**config.mk**
```make
export PLATFORM = sky130hd
export DESIGN_NAME = dll_code_ctrl
export DESIGN_NICKNAME = d
export VERILOG_FILES = /design/src/rtl/dll_code_ctrl.sv
export SDC_FILE = /design/constraint.sdc
export NUM_CORES = 1
export LEC_CHECK = 0
export CELL_PAD_IN_SITES_DETAIL_PLACEMENT = 1
export CELL_PAD_IN_SITES_GLOBAL_PLACEMENT = 2
export CORE_ASPECT_RATIO = 0.75
export CORE_UTILIZATION = 36
export CTS_CLUSTER_DIAMETER = 100
export DETAILED_ROUTE_END_ITERATION = 8
export GPL_TIMING_DRIVEN = 0
export PLACE_DENSITY = 0.89
export REMOVE_ABC_BUFFERS = 1
export SYNTH_ARGS = -nofsm -noshare
export SYNTH_HDL_FRONTEND = slang
export SYNTH_SLANG_ARGS = --single-unit
```
**constraint.sdc**
```tcl
create_clock -name clk_ext -period 9.15 [get_ports clk_ext]
set_input_delay 1.83 -clock clk_ext [delete_from_list [all_inputs] [get_ports clk_ext]]
set_output_delay 1.83 -clock clk_ext [all_outputs]
set_load 0.1 [all_outputs]
```
**src/rtl/dll_code_ctrl.sv**
```systemverilog
// Delay-code controller for the FMDLL loop: M/N frame counters, a binary-search
// (SAR) acquisition of the delay code, then +/-1 tracking with lock detection.
module dll_code_ctrl #(
  parameter int M_W      = 2,
  parameter int N_W      = 4,
  parameter int Q_W      = 10,
  parameter int LOCK_CNT = 4
) (
  input  logic           clk_ext,
  input  logic           Reset_DLL,
  input  logic           enable,
  input  logic [M_W-1:0] M,
  input  logic [N_W-1:0] N,
  input  logic           COMP,
  output logic [M_W-1:0] M_counter,
  output logic [N_W-1:0] N_counter,
  output logic [Q_W-1:0] Q,
  output logic [Q_W-1:0] Q_next,
  output logic           Reset_PD,
  output logic           locked,
  output logic           busy
);

  localparam int B_W = (Q_W > 1) ? $clog2(Q_W) : 1;
  localparam int R_W = $clog2(LOCK_CNT + 1);
  localparam logic [Q_W-1:0] Q_MAX    = '1;
  localparam logic [Q_W-1:0] Q_MID    = Q_W'(1) << (Q_W - 1);
  localparam logic [R_W-1:0] LOCK_LIM = R_W'(LOCK_CNT);

  typedef enum logic [1:0] {IDLE, SAR, TRACK} state_t;

  state_t         state, state_next;
  logic [B_W-1:0] bit_idx;
  logic           armed, have_dir, last_dir;
  logic [R_W-1:0] rev_cnt, same_cnt, rev_nx, same_nx;
  logic [M_W-1:0] m_lim;
  logic [N_W-1:0] n_lim;
  logic           frame_end, eval;
  logic [Q_W-1:0] q_up, q_dn, q_new, q_nudge, sar_bit;

  // A zero frame count would stall the counters, so it behaves like 1.
  assign m_lim     = (M == '0) ? M_W'(1) : M;
  assign n_lim     = (N == '0) ? N_W'(1) : N;
  assign frame_end = (M_counter == m_lim) && (N_counter == n_lim);
  assign eval      = armed && (M_counter == M_W'(1)) && (N_counter == N_W'(1));
  assign busy      = (state == SAR);

  assign q_up    = (Q == Q_MAX) ? Q : Q + Q_W'(1);
  assign q_dn    = (Q == '0) ? Q : Q - Q_W'(1);
  assign q_new   = (state == SAR) ? (COMP ? Q_next : Q) : (COMP ? q_up : q_dn);
  assign q_nudge = (q_new == Q_MAX) ? q_new - Q_W'(1) : q_new + Q_W'(1);
  assign sar_bit = Q_W'(1) << (bit_idx - B_W'(1));

  always_ff @(posedge clk_ext) begin
    if (Reset_DLL) state <= IDLE;
    else           state <= state_next;
  end

  always_comb begin
    state_next = state;
    case (state)
      IDLE:    if (enable) state_next = SAR;
      SAR:     if (eval && bit_idx == '0) state_next = TRACK;
      TRACK:   state_next = TRACK;
      default: state_next = IDLE;
    endcase
    if (!enable) state_next = IDLE;
  end

  // The first tracking step only records a direction; afterwards reversals
  // build toward lock and a long one-way run tears it down again.
  always_comb begin
    rev_nx  = rev_cnt;
    same_nx = same_cnt;
    if (have_dir) begin
      if (COMP != last_dir) begin
        rev_nx  = (rev_cnt >= LOCK_LIM) ? rev_cnt : rev_cnt + R_W'(1);
        same_nx = '0;
      end else begin
        same_nx = same_cnt + R_W'(1);
        if (same_nx >= LOCK_LIM) begin
          rev_nx  = '0;
          same_nx = '0;
        end
      end
    end
  end

  always_ff @(posedge clk_ext) begin
    if (Reset_DLL || !enable || state == IDLE) begin
      M_counter <= M_W'(1);
      N_counter <= N_W'(1);
      Q         <= '0;
      Q_next    <= Q_MID;
      Reset_PD  <= 1'b1;
      locked    <= 1'b0;
      armed     <= 1'b0;
      bit_idx   <= B_W'(Q_W - 1);
      have_dir  <= 1'b0;
      last_dir  <= 1'b0;
      rev_cnt   <= '0;
      same_cnt  <= '0;
    end else begin
      Reset_PD <= 1'b0;
      // An outer counter left beyond a shrunken limit wraps on its own.
      if (N_counter >= n_lim) begin
        N_counter <= N_W'(1);
        M_counter <= (M_counter >= m_lim) ? M_W'(1) : M_counter + M_W'(1);
      end else begin
        N_counter <= N_counter + N_W'(1);
        if (M_counter > m_lim) M_counter <= M_W'(1);
      end
      if (frame_end) armed <= 1'b1;
      if (eval) begin
        Q <= q_new;
        if (state == SAR) begin
          bit_idx <= bit_idx - B_W'(1);
          Q_next  <= (bit_idx == '0) ? q_nudge : (q_new | sar_bit);
        end else begin
          Q_next   <= q_nudge;
          have_dir <= 1'b1;
          last_dir <= COMP;
          rev_cnt  <= rev_nx;
          same_cnt <= same_nx;
          locked   <= (rev_nx >= LOCK_LIM);
        end
      end
    end
  end

endmodule

```
Word level (Yosys, flattened, before mapping)
Index checks and enable logic that the tools add are counted.

Logic and storage cells: 82. Bits of input ports: 10. Flip-flop bits (word level): 43.

$lt $le $gt $ge: 6. Reduce and logical (&&, ||, !) cells: 18. Equality and inequality tests: 10. Bitwise operators: 3. Shift operators: 1. Mux-type cells: 22. Add/sub/neg operators: 9.

Operator list (count): 10-bit two-way mux (8); 10-bit by 1-bit adder with 10-bit output, second input constant (2); 10-bit == test, second input constant (2); 10-bit by 1-bit subtractor with 10-bit output, second input constant (2); 3-bit two-way mux (6); 10-bit logical NOT (1); 2-bit two-way mux (5); 10-bit bitwise OR (1); 1-bit by 4-bit left shift with 10-bit output, first input constant (1); 3-bit greater-or-equal comparator, second input constant (3); 4-bit logical NOT (2); 3-bit by 1-bit adder with 3-bit output, second input constant (2); 2-bit case mux with 3 select lines (1); 4-bit by 1-bit adder with 4-bit output, second input constant (1); 2-bit by 1-bit == test with 1-bit output, second input constant (2); 4-bit by 1-bit == test with 1-bit output, second input constant (1); 4-bit == test (1); 4-bit greater-or-equal comparator (1); 1-bit logical AND (4); 2-bit logical NOT (2); 4-bit two-way mux (1); 2-bit AND reduction (2); 2-bit OR reduction (2); 4-bit by 1-bit subtractor with 4-bit output, second input constant (1); 13 further kinds (15).

Longest topological paths before layout
Depth in word-level cells: 8. Depth in mapped cells: 20. Gate-level depth less buffers: 18.

Worst setup path before layout
OpenSTA, ideal clock, no wires.

Path type: input to register. From: in COMP. To: reg Q_next[9]. Buffers on the path: 0. Path slack: 3758 ps. Stages: 15. Arrival: 5268 ps. Cell sequence: or4_1 -> a21o_1 -> or3_1 -> a31oi_1 -> nor4bb_1 -> and3_2 -> ha_1 -> a21oi_1 -> o21bai_1 -> a2111oi_0 -> nor3_1 -> a2111oi_0 -> nor3_1 -> xnor2_1 -> o21ai_1.

Word-level cells in the longest chain between the ends: 6.

Ends and longest elaborated chain: start, declared (RTL line 14) `input logic COMP,`; 10-bit two-way mux (RTL line 50) `assign q_new = (state == SAR) ? (COMP ? Q_next : Q) : (COMP ? q_up : q_dn);`; 10-bit two-way mux * (RTL line 50); via q_new[5] (RTL line 39) `logic [Q_W-1:0] q_up, q_dn, q_new, q_nudge, sar_bit;`; 10-bit by 1-bit adder with 10-bit output (tied with other cells) (RTL line 51) `assign q_nudge = (q_new == Q_MAX) ? q_new - Q_W'(1) : q_new + Q_W'(1);`; 10-bit two-way mux * (RTL line 51); 10-bit two-way mux (RTL line 118) `Q_next <= (bit_idx == '0) ? q_nudge : (q_new | sar_bit);`; 10-bit two-way mux * (RTL line 116) `if (state == SAR) begin`; end signal, assigned (RTL line 118); end signal, assigned (RTL line 120) `Q_next <= q_nudge;`; end, declared (RTL line 18) `output logic [Q_W-1:0] Q_next,`.

Mark *: on every way through the listed nets, which the timed path passes. The rest lies on a longest branch. A chain may end at the register's enable or synchronous reset.

Worst setup path after layout
Ends and elaborated chain as after synthesis.

==> impl_metrics.tcl <==
set metrics [dict create \
    grt_use_total_pct 21.86 \
    worstPathMaxFanout 20 \
    maxSlewViolCount 0 \
    diodes 0 \
    max_stage_delay_ps 800 \
    synth_top_area_cell "dfxtp_1" \
    required_ps 9320 \
    finalCritPeriodShare_pct 75.86 \
    post-cts-setup-buffers 0 \
    fin_util_pct 43.21 \
    nets 492 \
    layoutNonFillerInstCount 581 \
    vdd_drop_max_mv 0.05492 \
    syn_area_sq_mm 0.003351 \
    yosys-top-cells-area "dfxtp_1 (25%), ha_1 (11%), nor2_1 (5.8%)" \
    setup_tns_ps 0 \
    hold_path_class "register to register" \
    areaGrowthSynthToFinish_pct 16.65 \
    clkPwrFrac_pct 43.9 \
    path_cells "clkdlybuf4s50_1 -> or4_1 -> a21o_1 -> or3_1 -> a31oi_1 -> nor4bb_1 -> and3_2 -> ha_1 -> a21oi_1 -> o21bai_1 -> a2111oi_0 -> nor3_1 -> a2111oi_0 -> nor3_1 -> xnor2_1 -> o21ai_1" \
    clockBufferDepth 2 \
    setup_viol 0 \
    clkLatencyLatePin_ps 290 \
    hold_violations 0 \
    vias_per_cell 5.627 \
    drive_gt1_share_pct 5.298 \
    via_count 3269 \
    synth_top_area_share_pct 25.09 \
    placed_area_sq_mm 0.003762 \
    yosysWarnings 0 \
    ctsHoldBuffers 0 \
    synth.avg_cell_area_sq_um 7.685 \
    critPathKind "input port to register" \
    holdWs_ps 491.8 \
    root_buffer "clkbuf_16" \
    crit_arrival_ps 7120 \
    yosysMostFrequentCell "nor2_1" \
    dp_cells 573 \
    ctsResizeCount 0 \
    synthFlopType "dfxtp_1" \
    cts_made_buffers 5 \
    grt_pass1_wl_microns 16770 \
    fmax_mhz 144.1 \
    rows 30 \
    start_kind "input port" \
    cp_num_buf_inv 1 \
    finish.instance_area_sq_mm 0.003909 \
    routed_wl_microns 10220 \
    cts.sinks 42 \
    rsz0062_at_grt "no" \
    synthArstFlopShare_pct 0 \
    power_leakage_nw 1.442 \
    pwr-share-comb_pct 11.6 \
    cap_violations 0 \
    p_int_mw 0.3018 \
    synth.distinct_cells 69 \
    ctsHtreeMaxLevel 2 \
    start_util_pct 37.04 \
    status "complete, no violations" \
    grt_pass1_vias 3273 \
    synthCells 436 \
    cts_tree "done" \
    ys_seq_elements 42 \
    worst_pin_slew_ps 1282 \
    gp_congestion 0.8527 \
    clkTransAtPathRegs_ps 60 \
    overflow 0 \
    clock_skew_ps 2.687 \
    die_w_microns 113.4 \
    die_h_microns 85.55 \
    synthTopCellsByCount "nor2_1 (52), dfxtp_1 (42), a21oi_1 (29), ha_1 (29), nand2_1 (29)" \
    synth_edf_count 0 \
    slew-limit-headroom_pct 14.55 \
    core_area_sq_mm 0.009046 \
    grt_max_degree 33 \
    ant_nets 0 \
    first_iter_violations 208 \
    io_buffers 38 \
    dieArea_sq_mm 0.009701 \
    pwr_density_cell_mw_per_mm2 106.2 \
    ys_seq_area_share_pct 25.09 \
    period_needed_ps 6941 \
    wl_per_cell_microns 17.59 \
    seqPwrFrac_pct 44.5 \
    crit_family "simple AND/OR/NAND/NOR gates" \
    slowest_stage "clkdlybuf4s50_1" \
    swShare_pct 27.32 \
    hpwl_microns 7517 \
    crit_path_end_kind "register" \
    drtPass1Iterations 4 \
    p_sw_mw 0.1135 \
    io-pin-count 39 \
    grt_antenna_before_repair 0 \
    drc 0 \
]
final cells by class:
cell class                 instances  area [sq um]
timing repair buffer              38         380.4
clock buffer                       5         125.1
inverter                          29         108.9
fill                            1118          5137
clock inverter                     3         21.27
tap                              128         160.2
sequential                        42         840.8
multi-input combinational        336          2272
worst register-to-register path: cells and delay by family (launching register included):
family,cells,cell delay (ps)
multiplexers,1,90
AND/OR/NAND/NOR,6,1520
adder cells (fa/ha/maj),2,1350
buffers and inverters,1,70
flip-flops,1,310
AO/OA/AOI/OAI,6,1810
XOR/XNOR,1,170
metal layers:
metal	part of all wire (%)	up-vias	global-route usage [%]	wire length (microns)
met4	0.67	0	4.067	68
met3	2.3	10	3.039	238
met1	52	1601	30.62	5273
li1	-	1619	-	-
met5	0	-	0	0
met2	45	39	36.14	4640
final timing paths:
path / start / end / slack, ps / cells after the start
worst min register to register: Q_next[0]$_SDFFE_PP0P_ / Q_next[0]$_SDFFE_PP0P_ / 490 / 2
worst min-delay path: Q_next[0]$_SDFFE_PP0P_ / Q_next[0]$_SDFFE_PP0P_ / 490 / 2
worst max-delay path: COMP / Q_next[9]$_SDFFE_PP1P_ / 2210 / 16
worst max register to register: state[1]$_SDFFE_PP0P_ / Q_next[9]$_SDFFE_PP1P_ / 3710 / 17
registers in the layout, indices dropped and copies added (netlist names), named ones only:
register	cells
state	2
Q	10
last_dir	1
N_counter	4
M_counter	2
Reset_PD	1
Q_next	10
armed	1
bit_idx	4
same_cnt	3
have_dir	1
layout by cell type (no fill, tap or decap), types with 3 or more instances in the layout:
cell,count
a2111oi_0,5
a211o_1,3
a211oi_1,13
a21o_1,5
a21oi_1,29
a22oi_1,5
a31oi_1,4
and2_1,3
and3_1,3
and4_1,5
clkbuf_16,5
clkdlybuf4s50_1,38
dfxtp_1,42
ha_1,29
inv_1,26
mux2i_1,6
nand2_1,29
nand2b_1,8
nand3_1,13
nand4_1,9
nor2_1,52
nor2b_1,4
nor3_1,18
nor4_1,6
o21ai_0,12
o21bai_1,3
o22ai_1,3
o31ai_1,5
or3_1,4
xnor2_1,12
xor2_1,4
power by group through the flow:
stage          combinational (mW)  clock [mW]  sequential, mW
2_1_floorplan              0.0288           0           0.193
3_3_place_gp               0.0469           0           0.189
3_5_place_dp               0.0483           0           0.189
4_1_cts                    0.0486       0.188           0.185
5_1_grt                    0.0531       0.195           0.185
6_report                   0.0483       0.182           0.185
stage by stage:
stage	setup slack [ps]	total power [mW]
final	2209	0.4152
after CTS	2287	0.4216
after floorplan	3755	0.2213
after detailed placement	2005	0.2372
after global routing	1784	0.4330
after global placement	2132	0.2357
logic make-up after synthesis:
| logic type | Yosys count | synth area share, % |
|---|---|---|
| mux | 7 | 2.129 |
| fa+ha+maj | 30 | 11.43 |
| buf+inv | 58 | 7.095 |
| compound gates | 110 | 22.63 |
| simple gates | 173 | 27.45 |
| xor+xnor | 16 | 4.182 |
| flops | 42 | 25.09 |
(Power assumes the default switching activity.)
